--- src/rtl/mario_dead_pkg.sv ---
// Shared constants, state encoding and debug view for the dead-Mario animator.
package mario_dead_pkg;

  localparam int SPRITE_W = 21;
  localparam int SPRITE_H = 21;
  localparam int SCREEN_H = 480;
  localparam logic [23:0] KEY_COLOR = 24'h800080;

  typedef enum logic [2:0] {IDLE, FREEZE, RISE, FALL, DONE} state_t;

  typedef struct packed {
    state_t             state;
    logic [9:0]         pos_x;
    logic signed [10:0] pos_y;
    logic signed [4:0]  vel_y;
  } dbg_t;

  // Row-major offset into the 21x21 sprite ROM.
  function automatic logic [8:0] sprite_addr(input logic [4:0] dy, input logic [4:0] dx);
    return 9'(dy) * 9'(SPRITE_W) + 9'(dx);
  endfunction

endpackage

--- src/rtl/vs_edge_detect.sv ---
// Turns the VGA vertical sync into a one-cycle frame tick on its rising edge.
module vs_edge_detect (
  input  logic Clk,
  input  logic Reset_n,
  input  logic frame_clk,
  output logic tick
);

  logic frame_clk_q;

  always_ff @(posedge Clk or negedge Reset_n) begin
    if (!Reset_n) frame_clk_q <= 1'b0;
    else          frame_clk_q <= frame_clk;
  end

  assign tick = frame_clk & ~frame_clk_q;

endmodule

--- src/rtl/mario_dead_animator.sv ---
// Dead-Mario death sequence (freeze, hop, fall) plus two-stage sprite pixel fetch.
// Optional blink during the freeze is enabled with `define MARIO_DEAD_BLINK_EN.
module mario_dead_animator
  import mario_dead_pkg::*;
#(
  parameter int FREEZE_FRAMES = 30,
  parameter int JUMP_V        = 6,
  parameter int GRAV_DIV      = 2,
  parameter int MAX_FALL      = 8
) (
  input  logic        Clk,
  input  logic        Reset_n,
  input  logic        frame_clk,
  input  logic        start,
  input  logic [9:0]  start_x,
  input  logic [9:0]  start_y,
  input  logic [9:0]  DrawX,
  input  logic [9:0]  DrawY,
  output logic [8:0]  read_address,
  input  logic [23:0] rom_color,
  output logic        is_dead_mario,
  output logic [23:0] dead_color,
  output logic        busy,
  output logic        done,
  output dbg_t        dbg
);

  localparam int FC_W = $clog2(FREEZE_FRAMES + 1);
  localparam int GC_W = $clog2(GRAV_DIV + 1);
  localparam logic [FC_W-1:0]  FREEZE_LAST   = FC_W'(FREEZE_FRAMES - 1);
  localparam logic [GC_W-1:0]  GRAV_LAST     = GC_W'(GRAV_DIV - 1);
  localparam logic signed [4:0]  LAUNCH_V    = 5'(-JUMP_V);
  localparam logic signed [4:0]  MAX_V       = 5'(MAX_FALL);
  localparam logic signed [10:0] SCREEN_BOT  = 11'(SCREEN_H);
  localparam logic signed [11:0] SPR_W_S     = 12'(SPRITE_W);
  localparam logic signed [11:0] SPR_H_S     = 12'(SPRITE_H);

  logic tick;

  vs_edge_detect u_vs_edge_detect (
    .Clk       (Clk),
    .Reset_n   (Reset_n),
    .frame_clk (frame_clk),
    .tick      (tick)
  );

  state_t             state, state_next;
  logic [9:0]         pos_x, pos_x_next;
  logic signed [10:0] pos_y, pos_y_next, pos_step;
  logic signed [4:0]  vel_y, vel_y_next, vel_step;
  logic [FC_W-1:0]    freeze_cnt, freeze_cnt_next;
  logic [GC_W-1:0]    grav_cnt, grav_cnt_next, grav_step;

  always_ff @(posedge Clk or negedge Reset_n) begin
    if (!Reset_n) begin
      state      <= IDLE;
      pos_x      <= '0;
      pos_y      <= '0;
      vel_y      <= '0;
      freeze_cnt <= '0;
      grav_cnt   <= '0;
    end else begin
      state      <= state_next;
      pos_x      <= pos_x_next;
      pos_y      <= pos_y_next;
      vel_y      <= vel_y_next;
      freeze_cnt <= freeze_cnt_next;
      grav_cnt   <= grav_cnt_next;
    end
  end

  always_comb begin
    state_next      = state;
    pos_x_next      = pos_x;
    pos_y_next      = pos_y;
    vel_y_next      = vel_y;
    freeze_cnt_next = freeze_cnt;
    grav_cnt_next   = grav_cnt;

    // One physics step: move with the old velocity, then apply gravity every GRAV_DIV frames.
    pos_step = pos_y + {{6{vel_y[4]}}, vel_y};
    if (grav_cnt == GRAV_LAST) begin
      vel_step  = (vel_y >= MAX_V) ? MAX_V : vel_y + 5'sd1;
      grav_step = '0;
    end else begin
      vel_step  = vel_y;
      grav_step = grav_cnt + 1'b1;
    end

    case (state)
      IDLE, DONE: begin
        if (start) begin
          state_next      = FREEZE;
          pos_x_next      = start_x;
          pos_y_next      = {1'b0, start_y};
          freeze_cnt_next = '0;
        end
      end
      FREEZE: begin
        if (tick) begin
          freeze_cnt_next = freeze_cnt + 1'b1;
          if (freeze_cnt == FREEZE_LAST) begin
            state_next    = RISE;
            vel_y_next    = LAUNCH_V;
            grav_cnt_next = '0;
          end
        end
      end
      RISE, FALL: begin
        if (tick) begin
          pos_y_next    = pos_step;
          vel_y_next    = vel_step;
          grav_cnt_next = grav_step;
          if (state == RISE) begin
            if (!vel_step[4]) state_next = FALL;
          end else if (pos_step >= SCREEN_BOT) begin
            state_next = DONE;
          end
        end
      end
      default: state_next = IDLE;
    endcase
  end

  assign busy = (state == FREEZE) || (state == RISE) || (state == FALL);
  assign done = (state == DONE);
  assign dbg  = '{state: state, pos_x: pos_x, pos_y: pos_y, vel_y: vel_y};

  // Stage 1: locate the pixel inside the sprite box and form the ROM address.
  logic signed [11:0] dx, dy;
  logic               in_box, blank;
  logic               in_box_d, blank_d;

  always_comb begin
    dx     = $signed({2'b00, DrawX}) - $signed({2'b00, pos_x});
    dy     = $signed({2'b00, DrawY}) - $signed({pos_y[10], pos_y});
    in_box = (state != IDLE) && (dx >= 12'sd0) && (dx < SPR_W_S) &&
             (dy >= 12'sd0) && (dy < SPR_H_S);
`ifdef MARIO_DEAD_BLINK_EN
    blank  = (state == FREEZE) && freeze_cnt[2];
`else
    blank  = 1'b0;
`endif
  end

  always_ff @(posedge Clk or negedge Reset_n) begin
    if (!Reset_n) begin
      read_address <= '0;
      in_box_d     <= 1'b0;
      blank_d      <= 1'b0;
    end else begin
      read_address <= in_box ? sprite_addr(dy[4:0], dx[4:0]) : '0;
      in_box_d     <= in_box;
      blank_d      <= blank;
    end
  end

  // Stage 2: ROM colour comes back for the registered address; drop the key colour.
  logic visible;
  assign visible = in_box_d && !blank_d && (rom_color != KEY_COLOR);

  always_ff @(posedge Clk or negedge Reset_n) begin
    if (!Reset_n) begin
      is_dead_mario <= 1'b0;
      dead_color    <= '0;
    end else begin
      is_dead_mario <= visible;
      dead_color    <= visible ? rom_color : '0;
    end
  end

endmodule

--- config.mk ---
export PLATFORM = sky130hd
export DESIGN_NAME = mario_dead_animator
export DESIGN_NICKNAME = d
export VERILOG_FILES = /design/src/rtl/mario_dead_pkg.sv /design/src/rtl/vs_edge_detect.sv /design/src/rtl/mario_dead_animator.sv
export SDC_FILE = /design/constraint.sdc
export NUM_CORES = 1
export LEC_CHECK = 0
export ABC_AREA = 1
export BUFFER_PORTS_ARGS = -buffer_cell sky130_fd_sc_hd__buf_2
export CAP_MARGIN = 15
export CORE_AREA = 2 2 77 152
export CTS_CLUSTER_SIZE = 8
export DETAILED_ROUTE_END_ITERATION = 6
export DIE_AREA = 0 0 79 154
export PLACE_DENSITY = 0.84
export SYNTH_ARGS = -nofsm -noshare
export SYNTH_HDL_FRONTEND = slang
export SYNTH_SLANG_ARGS = --single-unit
--- constraint.sdc ---
create_clock -name Clk -period 3.4 [get_ports Clk]
set_clock_uncertainty 0.15 [all_clocks]
set_input_delay 0.17 -clock Clk [delete_from_list [all_inputs] [get_ports Clk]]
set_output_delay 0.17 -clock Clk [all_outputs]
set_load 0.05 [all_outputs]
==> metrics.md, run 1 <==
| Metric | Value |
|---|---|
| Commonest non-fill, non-tap cell in the layout | nand2_1 |
| Port Buffers | 132 |
| Post-Synthesis Cells | 710 |
| GR Overflow Total | 0 |
| Final setup vio count | 4 |
| Main synth FF type | dfrtp_1 |
| Crit path kind | flop to flop |
| Drt total wl | 15600 um |
| Crit-path max FO | 4 |
| Gpl congestion | 0.843 |
| RSZ-0062 raised after global routing | true |
| Area Overhead vs Synth | 38.9% |
| Post-Layout Inst Area | 0.00734 sq mm |
| Crit start category | flop |
| Die W | 79 um |
| Unique masters post-synth | 39 |
| Diode count | 0 |
| Min Tclk post-route | 3.66 ns |
| WL/cell | 14.5 um |
| GRT Total Usage | 26.4% |
| Hpwl dp | 11300 um |
| Root Driver | clkbuf_16 |
| Fmax | 273 MHz |
| Max-Cap Viols | 0 |
| Post-DRT Antenna Nets | 0 |
| Final Worst Setup Slack | -0.263 ns |
| Violated checks | negative setup slack |
| Core area | 0.0109 sq mm |
| Dpl cell area | 0.00652 sq mm |
| Total number of yosys warnings | 0 |
| Share of cells above drive strength 1 | 27.7% |
| CTS H-tree lvls | 3 |
| Critical Path AT | 3.71 ns |
| Vias in the first global route | 5786 |
| Max Slew Vio Count | 0 |
| Worst Path Required | 3.45 ns |
| Post-synth EDFFs | 0 |
| Clk Latency, worst-skew pair | 0.34 ns |
| Starting Density | 48.3% |
| Mean Syn Cell Area | 7.45 sq um |
| Worst Tran Pin Value | 0.930 ns |
| Clock transition at path regs | 0.06 ns |
| DR pass1 iterations | 7 |
| Largest net degree at the start of global routing | 73 |
| First-pass GRT wire length | 25500 um |
| DR vias | 5496 |
| DR vias/cell | 5.12 |
| Clk buf depth | 2 |
| Initial antenna violation count | 0 |
| Layout Nets | 1061 |
| Outcome | complete, but fails checks |
| Slew margin rel. | 38.0% |
| Hold Fails Final Rpt | 0 |
| CTS Buf Count | 9 |
| Drt drc | 0 |
| Die Footprint | 0.0122 sq mm |
| Tcrit/Tclk final | 108% |
| IO Count | 133 |
| Most frequent cells in the layout | 167 x nand2_1, 135 x inv_1, 131 x buf_2 |
| Sink Count | 72 |
| CTS tree | built |
| Seq/Total Area, Yosys | 34.1% |
| Initial drt markers | 252 |
| FP Rows | 54 |
| Worst setup EP type | flop |
| Die height | 154 um |
| Asr flop ratio synth | 100% |
| HP Class | input pin to flop |
| Mapped Area | 0.00529 sq mm |
| Yosys reg bits | 72 |
| Syn nets | 843 |
[kinds of logic after synthesis]
logic type	count (synthesis)	share of synthesized area, %
buffers and inverters	152	10.9
adders and majority gates	65	16.4
DFF	72	34.1
and+or+nand+nor	328	27.4
xor gates and xnor gates	14	2.74
AOI/OAI and AO/OA	79	8.54
[synthesized netlist by cell type, drive strengths merged (7+ instances only)]
| cell | count | area [sq um] |
|---|---|---|
| dfrtp | 72 | 1800 |
| fa | 7 | 140 |
| a21oi | 34 | 185 |
| nor3 | 14 | 75.1 |
| nand3 | 43 | 235 |
| o21ai | 25 | 129 |
| o22ai | 7 | 43.8 |
| nand2 | 175 | 669 |
| ha | 58 | 726 |
| nor2 | 73 | 299 |
| nand4 | 11 | 83.8 |
| inv | 144 | 541 |
| xor2 | 7 | 68.8 |
[worst max-delay path: stages (launching register included)]
cell and delay, ns:
dfrtp_2 0.43, ha_4 0.17, fa_2 0.39, inv_2 0.12, nand3_4 0.08, nand2_2 0.08
nand2_2 0.07, nand2_4 0.07, ha_4 0.20, ha_4 0.26, inv_2 0.03, fa_1 0.49
inv_2 0.05, ha_4 0.23, nand3_2 0.07, nand3_2 0.06, nand2_1 0.06, nand2_1 0.06
a21oi_2 0.13, xnor3_2 0.25, inv_1 0.06, nor3_1 0.04
[through the flow]
stage / TNS, ns / instances / hold WS [ns] / util (%) / setup slack, ns
2_1_floorplan: -0.633 / 710 / -0.276 / - / -0.337
3_3_place_gp: -0.466 / 1013 / 0.142 / 59.6 / -0.270
3_5_place_dp: -0.802 / 1013 / 0.145 / 59.6 / -0.352
4_1_cts: -0.616 / 1072 / 0.00550 / 66.8 / -0.269
5_1_grt: -1.24 / 1073 / 0.0133 / 67.1 / -0.407
6_report: -0.646 / 1073 / 0.0132 / 67.1 / -0.263
[routing by layer]
metal	wire, um	vias up	share of wire, %	track usage (%)
met5	0	-	0	0
met4	852	0	5.5	15.7
met3	678	67	4.3	3.87
met2	8590	206	55	50.6
met1	5470	2533	35	25.6
li1	-	2690	-	-
[final cells by class]
type,count,area [sq um]
clock buffers,9,225
clock inverters,7,110
fillers,893,3600
inverters,144,541
multi-input cells,486,3100
flip-flops and latches,72,1810
well taps,140,175
repair buffers,215,1380
[registers in the layout, indices dropped and copies added, names as in the netlist]
register                      cells
dead_color                       24
freeze_cnt                        5
grav_cnt                          2
in_box_d                          1
is_dead_mario                     1
pos_x                            10
pos_y                            11
read_address                      9
state                             3
u_vs_edge_detect.frame_clk_q      1
vel_y                             5
[worst paths after layout]
check / slack [ns] / start / end / cells past startpoint
setup / recovery: -0.26 / pos_y[0] / read_address[8] / 21
hold / removal: 0.01 / start_y[0] / pos_y[0] / 3
setup reg to reg: -0.26 / pos_y[0] / read_address[8] / 21
hold reg to reg: 0.37 / grav_cnt[1] / grav_cnt[1] / 2
max in group asynchronous: 2.06 / Reset_n / pos_y[2] / 2
min in group asynchronous: 0.37 / Reset_n / dead_color[13] / 2
[timing repair]
item / CTS / global route
pin swaps: 12 / 5
endpoints found under the setup margin: 4 / 6
hold buffers: 39 / 0
setup buffers: 4 / 1
resized for setup: 8 / 4
gates cloned: 0 / 0
endpoints found under the hold margin: 110 / 0
Power of run 1 is not shown: default switching activity piles up to over one toggle a cycle in this logic, so the estimate is an artifact.
==> inputs of run 2 (changes only) <==
- BUFFER_PORTS_ARGS: -buffer_cell sky130_fd_sc_hd__buf_2 -> not set
- CORE_AREA: 2 2 77 152 -> 2 2 70 139
- DIE_AREA: 0 0 79 154 -> 0 0 72 141
- DONT_BUFFER_PORTS: not set -> 1
==> run 2 against run 1 <==
Against the previous run: the flow still finishes with violations (negative setup slack); via count fell by 11%; maximum frequency rose by 0.26%; non-clock buffer count fell by 119; largest cell class unchanged.
==> metrics.md, run 2 (synthesis gave the netlist of run 1 again) <==
| Metric | Value |
|---|---|
| Hold Fails Final Rpt | 0 |
| Crit path kind | flop to flop |
| Slowest stage delay, CP | 0.50 ns |
| Port Buffers | 0 |
| Gpl congestion | 0.915 |
| Max-Cap Viols | 0 |
| Hpwl dp | 9450 um |
| Crit-path cells | ha_4 -> fa_2 -> inv_2 -> nand3_2 -> nand2_2 -> nand2_2 -> nand2_4 -> ha_4 -> ha_4 -> inv_2 -> fa_1 -> inv_2 -> ha_4 -> nand3_2 -> nand3_2 -> nand2_1 -> nand2_1 -> a21oi_2 -> xnor3_2 -> inv_1 -> nor3_1 |
| Outcome | complete, but fails checks |
| First-pass GRT wire length | 21700 um |
| Initial drt markers | 284 |
| Placed Cells | 853 |
| Top reg by flops | dead_color |
| Area Overhead vs Synth | 27.5% |
| Post-DRT Antenna Nets | 0 |
| Max FFs per register | 24 |
| GR Overflow Total | 0 |
| CTS Buf Count | 9 |
| DR vias/cell | 5.31 |
| Die Footprint | 0.0102 sq mm |
| Slowest CP cell | fa_1 |
| Sink Count | 72 |
| Vias in the first global route | 4859 |
| Tcrit/Tclk final | 107% |
| DR vias | 4870 |
| WL/cell | 14.1 um |
| Largest net degree at the start of global routing | 73 |
| Crit Reg-Reg Startpoint | pos_y[0] |
| Slew margin rel. | 40.1% |
| Final setup vio count | 4 |
| Initial antenna violation count | 0 |
| Share of cells above drive strength 1 | 16.6% |
| Crit-path max FO | 4 |
| Most frequent cells in the layout | 167 x nand2_1, 135 x inv_1, 67 x nor2_1 |
| Drt drc | 0 |
| Non-Filler Instances | 918 |
| GRT Max-Usage Layer | met2 |
| GRT Total Usage | 26.8% |
| Worst Tran Pin Value | 0.895 ns |
| Critical Path AT | 3.70 ns |
| Fmax | 274 MHz |
| Worst setup EP type | flop |
| HP Class | input pin to flop |
| Min Tclk post-route | 3.65 ns |
| Die height | 141 um |
| Met2 Usage GRT | 47.3% |
| Violated checks | negative setup slack |
| Root Driver | clkbuf_16 |
| Hold_sp | start |
| CP dominant cell by count | ha_4 |
| Critical Path Start | pos_y[0] |
| Commonest non-fill, non-tap cell in the layout | nand2_1 |
| Biggest regs | dead_color (24), pos_y (11), pos_x (10) |
| Diode count | 0 |
| Core area | 0.00920 sq mm |
| Clk Latency, worst-skew pair | 0.34 ns |
| Drt total wl | 13000 um |
| Clock transition at path regs | 0.06 ns |
| Starting Density | 57.5% |
| Crit start category | flop |
| Die W | 72 um |
| RSZ-0062 raised after global routing | true |
| Final Worst Setup Slack | -0.253 ns |
| FP Rows | 50 |
| DR pass1 iterations | 5 |
| CTS H-tree lvls | 3 |
| IO Count | 133 |
| Met3 Usage GRT | 5.08% |
| Max Slew Vio Count | 0 |
| Grt met1 use | 31.8% |
| Layout Nets | 942 |
| Worst Path Required | 3.44 ns |
| Clk buf depth | 2 |
| CTS tree | built |
-- run 2: worst max-delay path, delay by kind of cell (launching register included) --
kind                       cells  cell delay [ns]
buffers and inverters          4             0.23
DFF                            1             0.42
adders and majority gates      6             1.74
AOI/OAI and AO/OA              1             0.12
xor gates and xnor gates       1             0.24
and+or+nand+nor                9             0.62
-- run 2: layout make-up --
| cell class | instances | area (sq um) |
|---|---|---|
| timing repair buffer | 96 | 860 |
| multi-input combinational | 486 | 3110 |
| fill | 668 | 2450 |
| clock buffer | 9 | 225 |
| sequential | 72 | 1810 |
| clock inverter | 7 | 63.8 |
| tap | 104 | 130 |
| inverter | 144 | 541 |
-- run 2: per-stage QoR --
step                      setup slack, ns  cell area, sq um  hold WS (ns)  setup TNS [ns]  utilization, %
final                              -0.253              6740        0.0347          -0.659            73.3
after global routing               -0.399              6740        0.0703           -1.33            73.3
after CTS                          -0.271              6690        0.0220          -0.660            72.7
after detailed placement           -0.373              5870        -0.274          -0.830            63.8
after global placement             -0.254              5870        -0.274          -0.385            63.8
after floorplan                    -0.337              5420        -0.276          -0.633               -
-- run 2: final timing paths --
path                                         to  slack [ns]  cells after the start
worst max-delay path            read_address[8]       -0.25                     21
worst min-delay path              freeze_cnt[0]        0.03                      4
worst max register to register  read_address[8]       -0.25                     21
worst min register to register      grav_cnt[1]        0.37                      2
max in group asynchronous              pos_x[1]        2.56                      2
min in group asynchronous              pos_y[5]        0.23                      2
-- run 2: what timing repair did --
item / in CTS / in global routing
pin swaps: 11 / 2
buffers inserted: 1 / 1
resized for setup: 7 / 7
hold buffers: 47 / 0
cloned: 0 / 0
setup endpoints to repair: 4 / 6
hold endpoints to repair: 117 / 0
-- run 2: layer usage --
metal | part of all wire [%] | up-vias
li1 | - | 2444
met1 | 39 | 2252
met2 | 53 | 152
met3 | 4.9 | 22
met4 | 2.4 | 0
met5 | 0 | -
Power of run 2 is left out for the same reason.
==> inputs of run 3 (changes only) <==
==> constraint.sdc (replaced) <==
create_clock -name Clk -period 3.4 [get_ports Clk]
set_clock_uncertainty 0.15 [all_clocks]
set_input_delay 0.34 -clock Clk [delete_from_list [all_inputs] [get_ports Clk]]
set_output_delay 0.34 -clock Clk [all_outputs]
set_load 0.05 [all_outputs]
==> run 3 against run 2 <==
Against the previous run: highest routed layer unchanged; hold slack worse by 0.015 ns; core utilization shrank 0.79 points; first-iteration DRC count down 18%; via count increased by 1.0%; maximum frequency fell by 0.14%; clock-buffer cell count stayed put; the run still ends with negative setup slack left; non-clock buffer count decreased by 7; critical path type unchanged; critical endpoint is now read_address[7]; sequential share of layout area up 0.29 points; final cell count shrank 0.76%; global-route usage is 0.42 points higher; register-to-register slack is essentially flat; worst setup slack got worse by 0.0052 ns.
==> metrics.md, run 3 (synthesis gave the netlist of run 1 again) <==
| Metric | Value |
|---|---|
| Critical path depth in cells | 18 |
| Crit-path leading delay family | adder cells |
| Largest net degree at the start of global routing | 73 |
| Crit path buffers/inverters | 2 |
| RSZ-0062 raised after global routing | true |
| Core area | 0.00920 sq mm |
| Crit Reg-Reg Endpoint | read_address[7] |
| CTS tree | built |
| Min Tclk post-route | 3.66 ns |
| DR vias | 4920 |
| Crit path kind | flop to flop |
| Clock transition at path regs | 0.06 ns |
| CTS H-tree lvls | 3 |
| Final Worst Setup Slack | -0.258 ns |
| Port Buffers | 0 |
| Clk Latency, worst-skew pair | 0.34 ns |
| Worst Path Required | 3.45 ns |
| Most frequent cells in the layout | 165 x nand2_1, 134 x inv_1, 67 x nor2_1 |
| Layout Nets | 935 |
| Multi-input logic area | 0.00313 sq mm |
| Fillers | 677 |
| Non-Filler Instances | 911 |
| Max-Cap Viols | 0 |
| Crit Reg-Reg Startpoint | pos_y[1] |
| CP dominant cell by count | nand2_2 |
| CTS Buf Count | 9 |
| Min Hold Slack | 0.0196 ns |
| Max FFs per register | 24 |
| Die W | 72 um |
| Sink Count | 72 |
| Share of cells above drive strength 1 | 17.5% |
| WL/cell | 14.9 um |
| Register area | 0.00181 sq mm |
| Outcome | complete, but fails checks |
| Root Driver | clkbuf_16 |
| Crit-path max FO | 3 |
| DR pass1 iterations | 4 |
| Hpwl dp | 9590 um |
| Starting Density | 57.5% |
| Max Slew Vio Count | 0 |
| Initial antenna violation count | 0 |
| Biggest regs | dead_color (24), pos_y (11), pos_x (10) |
| Gpl congestion | 0.904 |
| DR vias/cell | 5.40 |
| Worst setup EP type | flop |
| HP Class | input pin to flop |
| Drt drc | 0 |
| Tcrit/Tclk final | 108% |
| Critical Path Start | pos_y[1] |
| Die Footprint | 0.0102 sq mm |
| Register-to-Register Setup Slack | -0.26 ns |
| Clk buf depth | 2 |
| Slowest stage delay, CP | 0.54 ns |
| Post-DRT Antenna Nets | 0 |
| CP endpoint | read_address[7] |
| Worst Tran Pin Value | 0.890 ns |
| Crit start category | flop |
| Fmax | 273 MHz |
| Top reg by flops | dead_color |
| Initial drt markers | 232 |
| Slowest CP cell | fa_1 |
| Final setup vio count | 4 |
| IO Count | 133 |
| Critical Path AT | 3.71 ns |
| First-pass GRT wire length | 21900 um |
| Placed Cells | 853 |
| Commonest non-fill, non-tap cell in the layout | nand2_1 |
| Diode count | 0 |
| GR Overflow Total | 0 |
| Drt total wl | 13600 um |
| Hold Fails Final Rpt | 0 |
| FP Rows | 50 |
| Slew margin rel. | 40.4% |
| Die height | 141 um |
| Reg2reg path depth | 18 |
| Crit-path cells | inv_1 -> ha_1 -> nand3_1 -> nand2_2 -> nand2_2 -> nand2_2 -> ha_1 -> ha_4 -> fa_1 -> buf_4 -> ha_1 -> nand3_1 -> nand2_1 -> nand2_1 -> nand2_2 -> a21oi_2 -> xor2_1 -> nor3_1 |
| Vias in the first global route | 4981 |
| Violated checks | negative setup slack |
| GRT Total Usage | 27.3% |
| Area Overhead vs Synth | 26.2% |
run 3: per-stage QoR:
stage | setup WS [ns] | TNS, ns | util (%) | cell area [sq um]
detailed placement | -0.354 | -0.712 | 63.8 | 5870
finish | -0.258 | -0.779 | 72.5 | 6670
global route | -0.417 | -1.56 | 72.5 | 6670
CTS | -0.228 | -0.392 | 71.5 | 6570
floorplan | -0.337 | -0.633 | - | 5420
global placement | -0.267 | -0.399 | 63.8 | 5870
run 3: worst min path at each step:
stage | from | endpoint | slack (ns) | cells past startpoint
after floorplan | Reset_n | dead_color[0] | -0.11 | 0
after global placement | Reset_n | pos_y[5] | -0.10 | 0
after detailed placement | Reset_n | pos_y[5] | -0.10 | 0
after CTS | start_x[0] | pos_x[0] | 0.02 | 2
after global routing | start_x[0] | pos_x[0] | 0.02 | 2
final | start_x[0] | pos_x[0] | 0.02 | 2
run 3: area by class of cell:
type,instances,share of cell area [%]
clock buffers,9,3.38
clock inverters,7,0.900
inverters,144,8.10
multi-input cells,486,46.9
flip-flops and latches,72,27.2
well taps,104,1.95
repair buffers,89,11.6
run 3: worst reg2reg max path: cells and delay by family (launching register included):
| family | cells | cell delay (ns) |
|---|---|---|
| AO/OA/AOI/OAI | 1 | 0.15 |
| buffers and inverters | 2 | 0.21 |
| XOR/XNOR | 1 | 0.18 |
| AND/OR/NAND/NOR | 9 | 0.77 |
| adder cells (fa/ha/maj) | 5 | 1.67 |
| flip-flops | 1 | 0.38 |
run 3: routing by layer:
metal	vias up	global-route usage (%)	part of all wire [%]
met3	49	6.58	5.0
met4	0	13.0	3.9
met2	163	48.1	54
li1	2442	-	-
met1	2266	30.0	37
met5	-	0	0
run 3: repair_timing:
item                       4_1_cts  5_1_grt
setup buffers                    2        5
setup endpoints to repair        4        6
pin swaps                       16        6
cloned                           0        0
hold endpoints to repair       106        0
gates resized for setup          7       10
hold buffers                    36        0
Power of run 3 is left out for the same reason.
